File: src/rtl/puf_ctrl_pkg.sv
// Shared types and constants for the arbiter-PUF evaluation sequencer.
package puf_ctrl_pkg;

    localparam int CHAL_W = 16;
    localparam logic [CHAL_W-1:0] LFSR_POLY = 16'hB400;
    localparam logic [CHAL_W-1:0] LFSR_ZERO_SUB = 16'h0001;

    typedef enum logic [2:0] {
        IDLE,
        SETTLE,
        FIRE,
        RELAX,
        DONE
    } state_t;

    function automatic logic [CHAL_W-1:0] lfsr_next(input logic [CHAL_W-1:0] v);
        return (v >> 1) ^ (v[0] ? LFSR_POLY : '0);
    endfunction

endpackage

File: src/rtl/puf_lfsr.sv
// Registered 16-bit Galois LFSR holding the current PUF challenge.
module puf_lfsr
    import puf_ctrl_pkg::*;
(
    input  logic              clk,
    input  logic              rst_n,
    input  logic              clr,
    input  logic              load,
    input  logic              step,
    input  logic [CHAL_W-1:0] seed,
    output logic [CHAL_W-1:0] value
);

    logic [CHAL_W-1:0] chal;

    // An all-zero state would lock the LFSR, so a zero seed is substituted.
    always_ff @(posedge clk or negedge rst_n) begin
        if (!rst_n) begin
            chal <= '0;
        end else if (clr) begin
            chal <= '0;
        end else if (load) begin
            chal <= (seed == '0) ? LFSR_ZERO_SUB : seed;
        end else if (step) begin
            chal <= lfsr_next(chal);
        end
    end

    assign value = chal;

endmodule

File: src/rtl/puf_eval_ctrl.sv
// Arbiter-PUF sequencer: LFSR challenges, timed race pulses, majority vote,
// and a valid/ready response word with an unstable-bit count.
module puf_eval_ctrl
    import puf_ctrl_pkg::*;
#(
    parameter int RESP_W     = 32,
    parameter int VOTES      = 5,
    parameter int SETTLE_CYC = 4,
    parameter int SAMPLE_CYC = 8
) (
    input  logic                        wb_clk_i,
    input  logic                        wb_rst_ni,
    input  logic                        start_i,
    input  logic [CHAL_W-1:0]           seed_i,
    input  logic                        abort_i,
    output logic                        busy_o,
    output logic                        resp_valid_o,
    input  logic                        resp_ready_i,
    output logic [RESP_W-1:0]           resp_data_o,
    output logic [$clog2(RESP_W+1)-1:0] resp_unstable_o,
    output logic [CHAL_W-1:0]           puf_challenge_o,
    output logic                        puf_pulse_o,
    input  logic                        puf_resp_i
);

    localparam int TMAX = (SETTLE_CYC > SAMPLE_CYC) ? SETTLE_CYC : SAMPLE_CYC;
    localparam int TW = $clog2(TMAX + 1);
    localparam int VW = $clog2(VOTES + 1);
    localparam int BW = $clog2(RESP_W + 1);

    localparam logic [TW-1:0] T_SET = TW'(SETTLE_CYC - 1);
    localparam logic [TW-1:0] T_SMP = TW'(SAMPLE_CYC - 1);
    localparam logic [VW-1:0] V_LAST = VW'(VOTES - 1);
    localparam logic [VW-1:0] V_ALL = VW'(VOTES);
    localparam logic [VW-1:0] V_HALF = VW'(VOTES / 2);
    localparam logic [BW-1:0] B_LAST = BW'(RESP_W - 1);

    state_t state, state_n;

    logic [TW-1:0]     tmr, tmr_n;
    logic [VW-1:0]     vote_cnt, vote_n;
    logic [VW-1:0]     ones, ones_n;
    logic [BW-1:0]     bit_cnt, bit_n;
    logic [BW-1:0]     unstable, unst_n;
    logic [RESP_W-1:0] data, data_n;
    logic [1:0]        sync;
    logic              pulse_q, valid_q, busy_q;
    logic              lfsr_clr, lfsr_load, lfsr_step;
    logic              last, vbit, split;

    puf_lfsr u_lfsr (
        .clk   (wb_clk_i),
        .rst_n (wb_rst_ni),
        .clr   (lfsr_clr),
        .load  (lfsr_load),
        .step  (lfsr_step),
        .seed  (seed_i),
        .value (puf_challenge_o)
    );

    always_ff @(posedge wb_clk_i or negedge wb_rst_ni) begin
        if (!wb_rst_ni) begin
            state    <= IDLE;
            tmr      <= '0;
            vote_cnt <= '0;
            ones     <= '0;
            bit_cnt  <= '0;
            unstable <= '0;
            data     <= '0;
            sync     <= '0;
            pulse_q  <= 1'b0;
            valid_q  <= 1'b0;
            busy_q   <= 1'b0;
        end else begin
            state    <= state_n;
            tmr      <= tmr_n;
            vote_cnt <= vote_n;
            ones     <= ones_n;
            bit_cnt  <= bit_n;
            unstable <= unst_n;
            data     <= data_n;
            sync     <= {sync[0], puf_resp_i};
            pulse_q  <= (state_n == FIRE);
            valid_q  <= (state_n == DONE);
            busy_q   <= (state_n != IDLE);
        end
    end

    assign last  = (tmr == '0);
    assign vbit  = (ones > V_HALF);
    assign split = (ones != '0) && (ones != V_ALL);

    always_comb begin
        state_n   = state;
        tmr_n     = tmr;
        vote_n    = vote_cnt;
        ones_n    = ones;
        bit_n     = bit_cnt;
        unst_n    = unstable;
        data_n    = data;
        lfsr_clr  = 1'b0;
        lfsr_load = 1'b0;
        lfsr_step = 1'b0;
        unique case (state)
            IDLE: begin
                if (start_i) begin
                    state_n   = SETTLE;
                    tmr_n     = T_SET;
                    vote_n    = '0;
                    ones_n    = '0;
                    bit_n     = '0;
                    unst_n    = '0;
                    data_n    = '0;
                    lfsr_load = 1'b1;
                end
            end
            SETTLE: begin
                if (last) begin
                    state_n = FIRE;
                    tmr_n   = T_SMP;
                end else begin
                    tmr_n = tmr - TW'(1);
                end
            end
            FIRE: begin
                if (last) begin
                    state_n = RELAX;
                    tmr_n   = T_SET;
                    if (sync[1]) ones_n = ones + VW'(1);
                end else begin
                    tmr_n = tmr - TW'(1);
                end
            end
            RELAX: begin
                if (!last) begin
                    tmr_n = tmr - TW'(1);
                end else if (vote_cnt < V_LAST) begin
                    vote_n  = vote_cnt + VW'(1);
                    state_n = FIRE;
                    tmr_n   = T_SMP;
                end else begin
                    // Resolve: the challenge advances only here, pulse is low.
                    for (int i = 0; i < RESP_W; i++) begin
                        if (bit_cnt == BW'(i)) data_n[i] = vbit;
                    end
                    if (split) unst_n = unstable + BW'(1);
                    ones_n    = '0;
                    vote_n    = '0;
                    lfsr_step = 1'b1;
                    bit_n     = bit_cnt + BW'(1);
                    tmr_n     = T_SET;
                    state_n   = (bit_cnt == B_LAST) ? DONE : SETTLE;
                end
            end
            DONE: begin
                if (resp_ready_i) state_n = IDLE;
            end
            default: begin
                state_n = IDLE;
            end
        endcase
        if (abort_i && (state inside {SETTLE, FIRE, RELAX})) begin
            state_n   = IDLE;
            tmr_n     = '0;
            vote_n    = '0;
            ones_n    = '0;
            bit_n     = '0;
            unst_n    = '0;
            data_n    = '0;
            lfsr_clr  = 1'b1;
            lfsr_load = 1'b0;
            lfsr_step = 1'b0;
        end
    end

    assign puf_pulse_o     = pulse_q;
    assign resp_valid_o    = valid_q;
    assign busy_o          = busy_q;
    assign resp_data_o     = data;
    assign resp_unstable_o = unstable;

endmodule

File: config.mk
export PLATFORM = sky130hd
export DESIGN_NAME = puf_eval_ctrl
export DESIGN_NICKNAME = d
export VERILOG_FILES = /design/src/rtl/puf_ctrl_pkg.sv /design/src/rtl/puf_lfsr.sv /design/src/rtl/puf_eval_ctrl.sv
export SDC_FILE = /design/constraint.sdc
export NUM_CORES = 1
export LEC_CHECK = 0
export CAP_MARGIN = 20
export CORE_MARGIN = 4
export CORE_UTILIZATION = 58
export CTS_BUF_LIST = sky130_fd_sc_hd__clkbuf_8
export DETAILED_ROUTE_END_ITERATION = 6
export PLACE_DENSITY = 0.92
export SETUP_SLACK_MARGIN = 0.15
export SYNTH_ARGS = -nofsm -noshare
export SYNTH_HDL_FRONTEND = slang
export SYNTH_SLANG_ARGS = --single-unit
File: constraint.sdc
create_clock -name wb_clk_i -period 2.8 [get_ports wb_clk_i]
set_input_delay 0.56 -clock wb_clk_i [delete_from_list [all_inputs] [get_ports wb_clk_i]]
set_output_delay 0.56 -clock wb_clk_i [all_outputs]
set_load 0.01 [all_outputs]
==> impl_metrics.json <==
{
  "cts_root_buffer": "clkbuf_8",
  "muxShareOfSynthArea": 0.0219,
  "num_antenna_cells": 0,
  "multi_input_area_sq_um": 2070,
  "fin_area_sq_um": 5250,
  "synth_top_cell_by_area": "dfrtp_1",
  "critPathMaxStageDelay_ns": 0.53,
  "ir_drop_uv": 592,
  "p_leak_uw": 0.00217,
  "post-synth-top-count-cell": "dfrtp_1",
  "clock_latency_ns": 0.35,
  "routed_wl_um": 10800,
  "initial_core_util": 0.608,
  "grt_pass1_vias": 3792,
  "cts_sinks": 78,
  "cp-end-kind": "register",
  "synth_ff_type": "dfrtp_1",
  "syn-num-nets": 448,
  "regArea_sq_um": 1950,
  "postCtsSetupBuffers": 0,
  "critical_path_depth": 6,
  "nNetsFinal": 515,
  "synth_edf_count": 0,
  "cts_buffer_depth": 2,
  "rsz0062_at_grt": "false",
  "cts_hold_buf": 0,
  "dieWidth_um": 93.3,
  "synth_warnings": 0,
  "synth_area_sq_um": 4220,
  "htree_levels": 3,
  "post_dp_cell_area_sq_um": 5080,
  "dieArea_sq_um": 8710,
  "core_sq_um": 6940,
  "vias_per_cell": 6.42,
  "antenna_left": 0,
  "reg2regPathDepth": 5,
  "ctsResizeCount": 0,
  "synth_common_cells": "78 x dfrtp_1, 43 x nand2_1, 34 x o31ai_1",
  "synthSimpleGateAreaFrac": 0.177,
  "drt_iter0_markers": 307,
  "cp_cell_sequence": "clkdlybuf4s50_1 -> or3b_1 -> a21oi_2 -> buf_4 -> o21ai_2 -> o31ai_1",
  "die_h_um": 93.3,
  "synth_cells": 414,
  "post-route-period-util": 0.829,
  "slowest_stage": "clkdlybuf4s50_1",
  "drc": 0,
  "io_buffers": 78,
  "arrival_ns": 2.55,
  "yosysSeqAreaShare": 0.462,
  "track_usage": 0.262,
  "drt-pass1-iter-count": 4,
  "status": "complete, no violations",
  "synth_top_area_share": 0.462,
  "finalMaxSlewViolations": 0,
  "nFillCells": 473,
  "area_growth_pct": 24.3,
  "synthXorXnorAreaFrac": 0.00622,
  "grt_pass1_wl_um": 18400,
  "start_kind": "primary input",
  "skew_ns": 0.00967,
  "criticalPathCategory": "primary input to register",
  "reg2reg_slack_ns": 0.64,
  "wl_per_cell_um": 18.6,
  "cts_tree": "built",
  "hold_path_class": "primary input to async pin",
  "cts.reportedPaths.clkPinSlew_ns": 0.08,
  "ys_types": 56,
  "power_density_nw_per_um2": 656,
  "antenna_found_initial": 0,
  "crit_family": "compound AO/OA/AOI/OAI gates",
  "critPathBufInv": 2,
  "avgSynthCellArea_sq_um": 10.2,
  "async_reset_ff_frac": 1.00,
  "synth_top_family_by_area": "compound AO/OA/AOI/OAI gates",
  "layout-drive-gt1-share": 0.0905,
  "slew_headroom": 0.352,
  "row_count": 30,
  "synthAdderAreaFrac": 0.0356,
  "fmax_mhz": 431,
  "hold_viol_final": 0,
  "setup_viol_count_final": 0,
  "place_hpwl_um": 7490,
  "grt_start_max_net_pins": 79,
  "cp_max_fo": 8,
  "ys_top_cells_by_area": "dfrtp_1 46%, o31ai_1 6.0%, o211ai_1 5.7%, nand2_1 3.8%, ha_1 3.6%",
  "io_pins": 79,
  "tns_ns": 0,
  "cap_violations": 0,
  "worst_ep_required_time_ns": 3.03,
  "worst_slew_pin_slew_ns": 0.972,
  "synth_compound_area_frac": 0.250,
  "gp_congestion": 0.830,
  "vias": 3739,
  "overflow": 0,
  "finalCriticalPeriod_ns": 2.32,
  "ys_ff_latch": 78,
  "cts_buffers": 9
}
==> kinds of logic (layout without fill, tap and decap cells) <==
logic type / Yosys count / count (layout)
xor+xnor: 3 / 3
fa+ha+maj: 12 / 12
flops: 78 / 78
mux: 9 / 9
compound gates: 132 / 132
buf+inv: 46 / 118
simple gates: 134 / 134
==> worst paths after layout <==
kind	startpoint	endpoint
worst max-delay path	start_i	resp_data_o[30]$_DFFE_PN0P_
worst min register to register	sync[0]$_DFF_PN0_	sync[1]$_DFF_PN0_
worst max register to register	state[1]$_DFF_PN0_	resp_data_o[30]$_DFFE_PN0P_
max in group asynchronous	wb_rst_ni	resp_data_o[24]$_DFFE_PN0P_
worst min-delay path	wb_rst_ni	resp_data_o[14]$_DFFE_PN0P_
min in group wb_clk_i	sync[0]$_DFF_PN0_	sync[1]$_DFF_PN0_
==> routing by layer <==
layer	share of wire	global-route usage
met3	0.062	0.0467
met1	0.42	0.343
met5	0	0
met4	0.017	0.100
met2	0.50	0.434
==> flip-flops by register name, indices dropped and copies added, names as in the netlist <==
signal / flops
u_lfsr.value: 16
sync: 2
bit_cnt: 6
ones: 3
busy_o: 1
resp_valid_o: 1
resp_unstable_o: 6
state: 3
tmr: 4
puf_pulse_o: 1
vote_cnt: 3
resp_data_o: 32
==> stage by stage <==
| stage | cells | power (uW) | hold WS, ns | utilization | setup WS (ns) |
|---|---|---|---|---|---|
| after floorplan | 414 | 2220 | 0.264 | - | 0.885 |
| after global placement | 565 | 2680 | 0.334 | 0.728 | 0.286 |
| after detailed placement | 566 | 2710 | 0.337 | 0.732 | 0.196 |
| after CTS | 582 | 3440 | 0.357 | 0.755 | 0.512 |
| after global routing | 582 | 3640 | 0.362 | 0.755 | 0.443 |
| final | 582 | 3440 | 0.355 | 0.755 | 0.479 |
==> report_power, final <==
part / switching (uW) / total (uW) / internal (uW)
clock network: 409 / 724 / 315
logic: 642 / 1250 / 608
registers: 176 / 1470 / 1290
==> area by class of cell <==
cell class              count  area share
multi-input cells         290       0.395
clock inverters             7     0.00811
clock buffers               9      0.0236
well taps                  96      0.0229
flip-flops and latches     78       0.372
repair buffers             90       0.169
inverters                  12     0.00859
==> placed cells by master (no fill, tap or decap), drive strengths merged, types with 5 or more instances in the layout <==
| master | n |
|---|---|
| mux2i | 7 |
| inv | 13 |
| nor2 | 18 |
| nor4 | 6 |
| o311ai | 7 |
| a22o | 5 |
| or4 | 5 |
| a21oi | 6 |
| nand3 | 11 |
| a221o | 13 |
| o31ai | 34 |
| buf | 13 |
| nor3 | 6 |
| ha | 12 |
| o211ai | 32 |
| clkbuf | 9 |
| dfrtp | 78 |
| nand2 | 43 |
| clkdlybuf4s50 | 77 |
| o21ai | 15 |
| and3 | 12 |
Power figures use the tool's default switching activity.
